--- config.mk ---
export PLATFORM = sky130hd
export DESIGN_NAME = clock_div_prog_flat
export DESIGN_NICKNAME = d
export VERILOG_FILES = /design/src/rtl/clock_div_prog_if.sv /design/src/rtl/clock_div_prog.sv /design/src/flat_wrapper.sv
export SDC_FILE = /design/constraint.sdc
export NUM_CORES = 1
export LEC_CHECK = 0
export ABC_AREA = 1
export ABC_CLOCK_PERIOD_IN_PS = 3750
export CAP_MARGIN = 20
export CORE_ASPECT_RATIO = 0.8
export CORE_MARGIN = 4
export CORE_UTILIZATION = 64
export DETAILED_ROUTE_END_ITERATION = 10
export PLACE_DENSITY = 0.85
export SLEW_MARGIN = 20
export SYNTH_ARGS = -nofsm -noshare
export SYNTH_HDL_FRONTEND = slang
export SYNTH_SLANG_ARGS = --single-unit
export TNS_END_PERCENT = 30
--- constraint.sdc ---
create_clock -name clock -period 3.75 [get_ports clock]
set_input_delay 0.375 -clock clock [delete_from_list [all_inputs] [get_ports clock]]
set_output_delay 0.375 -clock clock [all_outputs]
set_load 0.02 [all_outputs]
--- src/rtl/clock_div_prog_if.sv ---
// clock_div_prog_if: control and status bundle for the programmable clock divider
interface clock_div_prog_if #(parameter int WIDTH = 17);
  logic enable;
  logic load;
  logic [WIDTH-1:0] div_value;
  logic div_clock;
  logic tick;
  logic load_busy;
  logic running;
  modport master (output enable, load, div_value, input div_clock, tick, load_busy, running);
  modport slave (input enable, load, div_value, output div_clock, tick, load_busy, running);
endinterface

--- src/rtl/clock_div_prog.sv ---
// clock_div_prog: synchronous programmable divider with boundary-aligned reload and stop
module clock_div_prog #(
  parameter int WIDTH = 17,
  parameter int DEFAULT_DIV = 131072
) (
  input logic clock,
  input logic reset,
  clock_div_prog_if.slave bus
);
  typedef enum logic {STOP, RUN} state_t;
  localparam logic [63:0] div_max = {{(64-WIDTH){1'b0}}, {WIDTH{1'b1}}};
  localparam logic [63:0] div_req = 64'(DEFAULT_DIV);
  localparam logic [63:0] div_sat = div_req > div_max ? div_max : div_req;
  localparam logic [WIDTH-1:0] reset_div = div_sat < 64'd2 ? WIDTH'(2) : div_sat[WIDTH-1:0];
  function automatic logic [WIDTH-1:0] clamp(input logic [WIDTH-1:0] v);
    return v < WIDTH'(2) ? WIDTH'(2) : v;
  endfunction
  state_t state, state_n;
  logic [WIDTH-1:0] cnt, cnt_n, a, a_n, p, p_n, load_val, next_div, cnt_inc;
  logic busy, busy_n, dclk, dclk_n, tick_r, tick_n, boundary;
  assign load_val = clamp(bus.div_value);
  assign boundary = cnt == a - WIDTH'(1);
  assign cnt_inc = cnt + WIDTH'(1);
  assign next_div = bus.load ? load_val : busy ? p : a;
  assign bus.div_clock = dclk;
  assign bus.tick = tick_r;
  assign bus.load_busy = busy;
  assign bus.running = state == RUN;
  // state register; reset aborts any period and drops the pending divisor
  always_ff @(posedge clock or posedge reset)
    if (reset) begin
      state <= STOP;
      cnt <= '0;
      a <= reset_div;
      p <= '0;
      busy <= 1'b0;
      dclk <= 1'b0;
      tick_r <= 1'b0;
    end else begin
      state <= state_n;
      cnt <= cnt_n;
      a <= a_n;
      p <= p_n;
      busy <= busy_n;
      dclk <= dclk_n;
      tick_r <= tick_n;
    end
  // next state: loads apply at once in STOP, otherwise wait for the period boundary
  always_comb begin
    state_n = state;
    cnt_n = cnt;
    a_n = a;
    p_n = p;
    busy_n = busy;
    dclk_n = dclk;
    tick_n = tick_r;
    if (state == STOP) begin
      a_n = bus.load ? load_val : a;
      state_n = bus.enable ? RUN : STOP;
      cnt_n = '0;
      dclk_n = bus.enable;
      tick_n = bus.enable;
    end else if (!boundary) begin
      cnt_n = cnt_inc;
      tick_n = 1'b0;
      dclk_n = cnt_inc < (a >> 1);
      p_n = bus.load ? load_val : p;
      busy_n = busy | bus.load;
    end else begin
      a_n = next_div;
      busy_n = 1'b0;
      cnt_n = '0;
      state_n = bus.enable ? RUN : STOP;
      dclk_n = bus.enable;
      tick_n = bus.enable;
    end
  end
endmodule
--- src/flat_wrapper.sv ---
// flat-port wrapper written by rule: the top's interface ports become plain ports
module clock_div_prog_flat 
#(
  parameter int WIDTH = 17,
  parameter int DEFAULT_DIV = 131072
)
  (clock, reset, bus_enable, bus_load, bus_div_value, bus_div_clock, bus_tick, bus_load_busy, bus_running);
  clock_div_prog_if #(.WIDTH(WIDTH)) bus_i ();
  input logic clock;
  input logic reset;
  input wire logic [$bits(bus_i.enable)-1:0] bus_enable;
  input wire logic [$bits(bus_i.load)-1:0] bus_load;
  input wire logic [$bits(bus_i.div_value)-1:0] bus_div_value;
  output wire logic [$bits(bus_i.div_clock)-1:0] bus_div_clock;
  output wire logic [$bits(bus_i.tick)-1:0] bus_tick;
  output wire logic [$bits(bus_i.load_busy)-1:0] bus_load_busy;
  output wire logic [$bits(bus_i.running)-1:0] bus_running;
  assign bus_i.enable = bus_enable;
  assign bus_i.load = bus_load;
  assign bus_i.div_value = bus_div_value;
  assign bus_div_clock = bus_i.div_clock;
  assign bus_tick = bus_i.tick;
  assign bus_load_busy = bus_i.load_busy;
  assign bus_running = bus_i.running;
  clock_div_prog #(.WIDTH(WIDTH), .DEFAULT_DIV(DEFAULT_DIV)) u_core (.clock(clock), .reset(reset), .bus(bus_i));
endmodule
## Yosys cells after proc, flatten, opt, wreduce, memory -nomap -nowiden

Index checks and enable logic that the tools add are counted.

- Add/sub/neg operators: 2
- $lt $le $gt $ge: 2
- Eq/ne operators: 3
- Muxes and demuxes: 16
- Bitwise gates (word level): 2
- Reductions and logical operators: 3

Operators with widths:

| kind | number |
|---|---|
| $mux W17 | 8 |
| $add A17 B1 Y17 const B | 1 |
| $eq A17 B17 Y1 | 1 |
| $lt A17 B16 Y1 | 1 |
| $lt A17 B2 Y1 const B | 1 |
| $sub A17 B1 Y17 const B | 1 |
| $mux W1 | 8 |
| $reduce_and A3 Y1 | 2 |
| $ne A3 B2 Y1 const B | 1 |
| $ne A2 B2 Y1 const B | 1 |
| $reduce_bool A2 Y1 | 1 |
| $not A1 Y1 | 1 |
| $or A1 B1 Y1 | 1 |

- Register bits after elaboration: 55
- Output and inout bits: 4
- Word-level logic and storage cells: 35

## Logic depth before layout (Yosys ltp)

Gate-level depths: netlist (run 1).

- Depth after elaboration: 5
- Mapped depth: 19
- Mapped depth without buffers: 19

## Worst setup path before layout (run 1)

No wires, ideal clock.

- Kind: reg-to-reg
- Start: register u_core.cnt[0]
- End: register u_core.dclk, in the netlist u_core.bus.div_clock
- Setup time: 0.065 ns
- Data arrival time: 2.390 ns
- Slack: 1.295 ns
- Cell stages (with the launch flop): 18
- Clock period less this slack: 2.455 ns
- Path through: dfrtp_1 > ha_1 > nand2_1 > nor3_1 > nand4_1 > nor2_1 > xor2_1 > inv_1 > ha_1 > inv_1 > nor3_1 > a211oi_1 > nand2_1 > nand2_1 > nand2_1 > a21oi_1 > nand2_1 > nand2_1

- Word-level cells in the longest chain between the ends: 4
- Elaborated cells between the ends (all ways): 5
- Classes of those cells: add/sub (1); order compare (1); eq/ne (1); mux (2)

Ends and longest elaborated chain:

| item | line | source |
|---|---|---|
| from (decl) | clock_div_prog.sv:19 | `logic [WIDTH-1:0] cnt, cnt_n, a, a_n, p, p_n, load_val, next_div, cnt_inc;` |
| from (signal assigned) | clock_div_prog.sv:41 | `cnt <= cnt_n;` |
| $add A17 B1 Y17 | clock_div_prog.sv:23 | `assign cnt_inc = cnt + WIDTH'(1);` |
| $lt A17 B16 Y1 | clock_div_prog.sv:66 | `dclk_n = cnt_inc < (a >> 1);` |
| $mux W1 (*) | clock_div_prog.sv:63 | `end else if (!boundary) begin` |
| $mux W1 (*) | clock_div_prog.sv:57 | `if (state == STOP) begin` |
| via u_core.dclk_n | clock_div_prog.sv:20 | `logic busy, busy_n, dclk, dclk_n, tick_r, tick_n, boundary;` |
| to (signal assigned) | clock_div_prog.sv:45 | `dclk <= dclk_n;` |
| to (decl) | clock_div_prog.sv:20 |  |

The timed path passes the listed nets; every way through them passes the cells marked *.
A chain may end at the register's enable or synchronous reset.

## Final worst setup path (run 1)

- Start: register u_core.a[0]
- End: register u_core.state, in the netlist u_core.bus.running

- Word-level cells in the longest chain between the ends: 4

Ends and longest elaborated chain:

| item | line | source |
|---|---|---|
| from (decl) | clock_div_prog.sv:19 |  |
| from (signal assigned) | clock_div_prog.sv:34 | `a <= reset_div;` |
| from (signal assigned) | clock_div_prog.sv:42 | `a <= a_n;` |
| $sub A17 B1 Y17 | clock_div_prog.sv:22 | `assign boundary = cnt == a - WIDTH'(1);` |
| $eq A17 B17 Y1 | clock_div_prog.sv:22 |  |
| $mux W1 | clock_div_prog.sv:63 |  |
| $mux W1 | clock_div_prog.sv:57 |  |
| via u_core.state_n | clock_div_prog.sv:18 | `state_t state, state_n;` |
| to (signal assigned) | clock_div_prog.sv:40 | `state <= state_n;` |
| to (decl) | clock_div_prog.sv:18 |  |

The timed path passes the listed nets, and every way through them passes these cells.

==> impl_metrics.toml, run 1 <==
[pwr]
finalPower_mw = 2.790
cellPowerDensity_nw_per_um2 = 665.1
power.leakage_nw = 2.306
max-vdd-ir-drop_uv = 277.4

[global_routing]
grt_max_degree = 38
grt_pass1_vias = 3375
overflow = 0
gr-usage-all-layers_pct = 27.33
grt_pass1_wl_um = 15840
antenna_found_initial = 0

[routing]
dr.pass1.iters = 5
post_drt_via_cell_ratio = 5.513
wirelength_um = 9372
wl_per_cell_um = 14.35
ant_nets = 0
drcViolationCount = 0
dr.first_iter.drc_count = 290
dr_total_vias = 3600

[yosys]
syn_inst = 553
ys_seq_elements = 55
ys_warn_count = 0
syn_nets = 591
synthDistinctLibCells = 38
synth-seq-area-share_pct = 36.44
syn_avg_cell_area_um2 = 6.935
syn_area_um2 = 3835

[timing]
whs_ps = 484.2
fin_ws_ps = 590.1
hold_viol_final = 0
fin_skew_ps = 7.947
min_period_ps = 3160
timing.final.max_slew_violations = 0
slew_headroom_pct = 49.98
finalCritPeriodShare_pct = 84.26
finalSetupViolCount = 0
max_freq_mhz = 316.5
fin_setup_tns_ps = 0
worst_slew_pin_slew_ps = 749.2
grt_setup_unrepaired = "false"

[min_path]
holdPathEnd = "u_core.p[14]$_DFFE_PP0P_"
hp-class = "flip-flop to flip-flop"
min_from = "u_core.p[14]$_DFFE_PP0P_"
whs_path_depth = 2

[setup_path]
r2r_slack_ps = 590
cp-end-kind = "flip-flop"
reg2reg_depth = 16
reg2reg_from = "u_core.a[0]$_DFFE_PP1P_"
crit_arrival_ps = 3370
crit_type = "flip-flop to flip-flop"
path_max_fanout = 37
r2r-end = "u_core.bus.running$_DFF_PP0_"
worstSetupStartpointType = "flip-flop"
required_ps = 3960

[cts]
tritoncts = "yes"
root_buffer = "clkbuf_8"
post_cts_resized = 0
clock-sinks = 55
postCtsSetupBuffers = 0
numCtsBuffers = 5
ctsHoldBuffers = 0
clockBufferDepth = 2
clk_latency_ps = 320
cts_max_level = 2
clk_transition_reported_paths_ps = 110

[finish]
final_common_cell = "nand2_1"
syn_to_final_growth_pct = 9.396
fin_nets = 612
layout_common_cells = "nand2_1, inv_1, nor2_1"
diodes = 0
drive_gt1_share_pct = 9.565
finish.utilization_pct = 74.71

[placed_design]
post-place-ws_ps = 720.8
portBuffers = 24
place_hpwl_um = 7048
gp_congestion = 0.9343

[run]
cap_violations = 0

[die]
die_h_um = 77.24
core-area_um2 = 5615
die_w_um = 94.55
io_pins = 25
dieArea_um2 = 7302
start_util_pct = 68.29
fp-row-count = 24

[status]
status = "complete, no violations"
power by group:
group          leakage [nW]  total, mW  internal (mW)  switching [mW]
Clock                0.0418      0.346          0.135           0.211
Sequential            0.647      0.985          0.795           0.189
Combinational          1.62       1.46          0.531           0.929
metrics by stage:
step / cells / area, um2
3_3_place_gp: 645 / 4106
6_report: 653 / 4195
2_1_floorplan: 553 / 3835
5_1_grt: 653 / 4195
4_1_cts: 653 / 4195
3_5_place_dp: 645 / 4106
registers in the layout (all words and copies together), names as in the netlist:
register / count
u_core.a: 17
u_core.cnt: 17
u_core.p: 17
u_core.bus.div_clock: 1
u_core.bus.load_busy: 1
u_core.bus.running: 1
u_core.bus.tick: 1
how the worst max path moves through the flow:
stage	startpoint	endpoint	cells after the start
after global routing	u_core.a[0]$_DFFE_PP1P_	u_core.a[9]$_DFFE_PP1P_	17
after detailed placement	u_core.a[0]$_DFFE_PP1P_	u_core.bus.running$_DFF_PP0_	16
after floorplan	u_core.cnt[0]$_DFF_PP0_	u_core.bus.div_clock$_DFF_PP0_	17
after CTS	u_core.a[0]$_DFFE_PP1P_	u_core.bus.running$_DFF_PP0_	16
after global placement	u_core.a[0]$_DFFE_PP1P_	u_core.bus.running$_DFF_PP0_	16
final	u_core.a[0]$_DFFE_PP1P_	u_core.bus.running$_DFF_PP0_	16
layer usage:
layer,global-route usage [%],vias to the layer above,wire [um]
li1,-,1774,-
met2,43.34,155,4346
met1,38.44,1645,4106
met3,5.186,26,742
met4,6.916,0,176
met5,0,-,0
synthesized netlist by cell type:
cell | instances | area (um2)
a211oi_1 | 1 | 7.510
a21o_1 | 1 | 7.510
a21oi_1 | 7 | 35.03
a31o_2 | 1 | 8.760
a31oi_1 | 1 | 6.260
buf_1 | 2 | 7.510
buf_12 | 1 | 20.02
buf_2 | 4 | 20.02
buf_4 | 2 | 15.01
buf_6 | 2 | 22.52
clkbuf_1 | 3 | 11.26
clkinv_1 | 1 | 3.750
dfrtp_1 | 38 | 950.9
dfstp_2 | 17 | 446.7
ha_1 | 17 | 212.7
inv_1 | 69 | 259.0
inv_2 | 3 | 11.26
nand2_1 | 209 | 784.5
nand2_2 | 11 | 68.82
nand2_4 | 2 | 22.52
nand3_1 | 28 | 140.1
nand3_2 | 2 | 20.02
nand3_4 | 2 | 35.03
nand3b_1 | 3 | 22.52
nand4_1 | 22 | 137.6
nor2_1 | 57 | 214.0
nor2_2 | 3 | 18.77
nor2_4 | 1 | 11.26
nor2_8 | 1 | 20.02
nor3_1 | 7 | 35.03
nor4_1 | 5 | 31.28
o21a_1 | 1 | 7.510
o21ai_0 | 6 | 30.03
o21ai_1 | 2 | 10.01
o21bai_1 | 1 | 7.510
or2_1 | 1 | 6.260
xnor2_1 | 3 | 26.28
xor2_1 | 16 | 140.1
critical path: stages (launching register included):
cell	delay [ps]
dfstp_2	580
inv_1	80
ha_1	300
inv_1	50
nand2_1	50
nand2_1	50
nor2_1	100
nand2_1	60
nor2_1	100
nand2_1	60
nor2_1	90
nand2_1	80
nor2_1	140
nand3_2	400
nand2_4	520
inv_1	150
or2_1	230
cell families (layout without fill, tap and decap cells):
logic type | after synthesis | in the layout | synth area share (%)
flops | 55 | 55 | 36.44
simple gates | 354 | 354 | 40.88
buf+inv | 87 | 109 | 9.657
fa+ha+maj | 17 | 17 | 5.546
xor+xnor | 19 | 19 | 4.339
compound gates | 21 | 21 | 3.133
area by class of cell:
type                    instances  area [um2]
flip-flops and latches         55        1398
inverters                      73       274.0
multi-input cells             411        2067
fillers                       485        1420
clock inverters                 2       16.27
clock buffers                   6       72.57
well taps                      78       97.59
repair buffers                 28       270.3
Note: power is estimated with default switching activity, not from simulation.
==> run 2, diff against run 1 <==
--- a/config.mk
+++ b/config.mk
@@ -6,13 +6,13 @@
 export NUM_CORES = 1
 export LEC_CHECK = 0
 export ABC_AREA = 1
-export ABC_CLOCK_PERIOD_IN_PS = 3750
+export ABC_CLOCK_PERIOD_IN_PS = 3300
 export CAP_MARGIN = 20
 export CORE_ASPECT_RATIO = 0.8
 export CORE_MARGIN = 4
-export CORE_UTILIZATION = 64
+export CORE_UTILIZATION = 60
 export DETAILED_ROUTE_END_ITERATION = 10
-export PLACE_DENSITY = 0.85
+export PLACE_DENSITY = 0.81
 export SLEW_MARGIN = 20
 export SYNTH_ARGS = -nofsm -noshare
 export SYNTH_HDL_FRONTEND = slang
==> constraint.sdc (replaced) <==
create_clock -name clock -period 3.3 [get_ports clock]
set_input_delay 0.33 -clock clock [delete_from_list [all_inputs] [get_ports clock]]
set_output_delay 0.33 -clock clock [all_outputs]
set_load 0.02 [all_outputs]
==> run 2 against run 1 <==
Against the previous run:
- register-to-register slack worse by 140 ps
- die area is 6.0% higher
- maximum frequency is 11% higher
- sequential power is 13% higher
- worst setup slack worse by 140 ps
- hold slack worse by 120 ps
- cell count is 0.61% higher
- sequential share of layout area is 0.30 points lower
- via count is 3.6% lower
- clock-buffer cell count is 1 lower
- final area is 0.89% higher
- critical endpoint is now u_core.bus.div_clock$_DFF_PP0_
==> impl_metrics.toml, run 2 (synthesis results as in run 1) <==
[setup_path]
r2r_slack_ps = 450
crit_chain = "ha_1 -> nand2_1 -> nor3_1 -> nand4_1 -> nor2_1 -> xor2_1 -> inv_1 -> ha_1 -> inv_1 -> nor3_1 -> a211oi_1 -> nand2_1 -> nand2_1 -> nand2_1 -> a21oi_1 -> nand2_1 -> nand2_1"
worstSetupStartpointType = "flip-flop"
cpMaxStageDelayCell = "dfrtp_1"
reg2reg_from = "u_core.cnt[0]$_DFF_PP0_"
required_ps = 3560
crit_arrival_ps = 3110
reg2reg_depth = 17
crit_top_cell = "nand2_1"
slowest_delay_ps = 440
startpoint = "u_core.cnt[0]$_DFF_PP0_"
endpoint = "u_core.bus.div_clock$_DFF_PP0_"
crit_type = "flip-flop to flip-flop"
cp-end-kind = "flip-flop"
path_max_fanout = 5
r2r-end = "u_core.bus.div_clock$_DFF_PP0_"

[timing]
hold_viol_final = 0
max_freq_mhz = 350.8
worst_slew_pin_slew_ps = 604.5
fin_skew_ps = 11.06
slew_headroom_pct = 59.60
min_period_ps = 2851
grt_setup_unrepaired = "false"
finalCritPeriodShare_pct = 86.38
timing.final.max_slew_violations = 0
fin_setup_tns_ps = 0
finalSetupViolCount = 0

[routing]
dr.first_iter.drc_count = 195
drcViolationCount = 0
dr.pass1.iters = 5
dr_total_vias = 3469
wl_per_cell_um = 12.89
wirelength_um = 8468
post_drt_via_cell_ratio = 5.280
ant_nets = 0

[finish]
finish.utilization_pct = 69.75
fin_nets = 613
reg_top3 = "u_core.a: 17 flops, u_core.cnt: 17 flops, u_core.p: 17 flops"
drive_gt1_share_pct = 9.896
syn_to_final_growth_pct = 10.38
diodes = 0
fillers = 520
layout_common_cells = "nand2_1, inv_1, nor2_1"
final_common_cell = "nand2_1"

[cts]
numCtsBuffers = 5
postCtsSetupBuffers = 0
clk_latency_ps = 310
root_buffer = "clkbuf_8"
clockBufferDepth = 2
ctsHoldBuffers = 0
clk_transition_reported_paths_ps = 110
cts_max_level = 2
tritoncts = "yes"
clock-sinks = 55
post_cts_resized = 0

[pwr]
cellPowerDensity_nw_per_um2 = 747.1
max-vdd-ir-drop_uv = 289.7
power.leakage_nw = 2.323

[die]
io_pins = 25
dieArea_um2 = 7743
die_h_um = 79.51
start_util_pct = 63.20
core-area_um2 = 6068
fp-row-count = 25
die_w_um = 97.39

[global_routing]
overflow = 0
grt_pass1_wl_um = 14750
antenna_found_initial = 0
grt_pass1_vias = 3248
gr-usage-all-layers_pct = 23.15
grt_max_degree = 38

[run]
cap_violations = 0

[placed_design]
portBuffers = 24
place_hpwl_um = 6386
gp_congestion = 0.8950

[status]
status = "complete, no violations"

[min_path]
hp-class = "primary input to asynchronous set/reset pin"
==> run 2: changes by cell type in the layout (fill, tap and decap cells not counted) <==
cell | previous run | this run
buf_4 | 4 | 5
bufinv_16 | 0 | 1
clkbuf_1 | 1 | 0
==> run 2: how the worst min path moves through the flow <==
stage / start / endpoint / slack, ps / cells past startpoint
6_report: reset / u_core.cnt[0]$_DFF_PP0_ / 360 / 2
5_1_grt: reset / u_core.cnt[0]$_DFF_PP0_ / 410 / 2
4_1_cts: reset / u_core.p[9]$_DFFE_PP0P_ / 370 / 2
3_5_place_dp: u_core.p[11]$_DFFE_PP0P_ / u_core.p[11]$_DFFE_PP0P_ / 460 / 2
3_3_place_gp: u_core.p[11]$_DFFE_PP0P_ / u_core.p[11]$_DFFE_PP0P_ / 450 / 2
2_1_floorplan: bus_enable / u_core.bus.running$_DFF_PP0_ / 440 / 1
==> run 2: final cells by class <==
cell class / count / area, um2 / area share [%]
tap: 81 / 101.3 / 2.394
multi-input combinational: 411 / 2067 / 48.83
timing repair buffer: 29 / 277.8 / 6.562
sequential: 55 / 1398 / 33.02
clock inverter: 3 / 46.29 / 1.094
inverter: 73 / 274.0 / 6.474
clock buffer: 5 / 68.82 / 1.626
==> run 2: routing by layer <==
layer | global-route usage [%] | up-vias | share of wire [%]
met5 | 0 | - | 0
met4 | 6.916 | 0 | 1.8
met3 | 3.144 | 18 | 6.4
met2 | 36.66 | 126 | 44
met1 | 33.24 | 1552 | 48
li1 | - | 1773 | -
==> run 2: critical path: cells and delay by family (launching register included) <==
family                   cells  cell delay [ps]
adder cells (fa/ha/maj)      2              480
XOR/XNOR                     1              200
flip-flops                   1              440
AND/OR/NAND/NOR             10             1230
AO/OA/AOI/OAI                2              310
buffers and inverters        2              140
==> run 2: stage by stage <==
| stage | cell area, um2 | hold WS [ps] | power [mW] | instances | worst slack (ps) |
|---|---|---|---|---|---|
| global route | 4233 | 409.0 | 3.490 | 657 | 1.681 |
| global placement | 4118 | 453.5 | 2.622 | 649 | 615.0 |
| finish | 4233 | 364.5 | 3.162 | 657 | 449.4 |
| CTS | 4233 | 373.7 | 3.176 | 657 | 422.6 |
| detailed placement | 4118 | 458.3 | 2.699 | 649 | 477.8 |
| floorplan | 3835 | 436.4 | 2.315 | 553 | 844.8 |
==> run 2: power by group <==
group	internal (mW)	switching, mW	total [mW]
Combinational	0.597	0.993	1.59
Clock	0.229	0.231	0.460
Sequential	0.904	0.208	1.11
Total	1.73	1.43	3.16
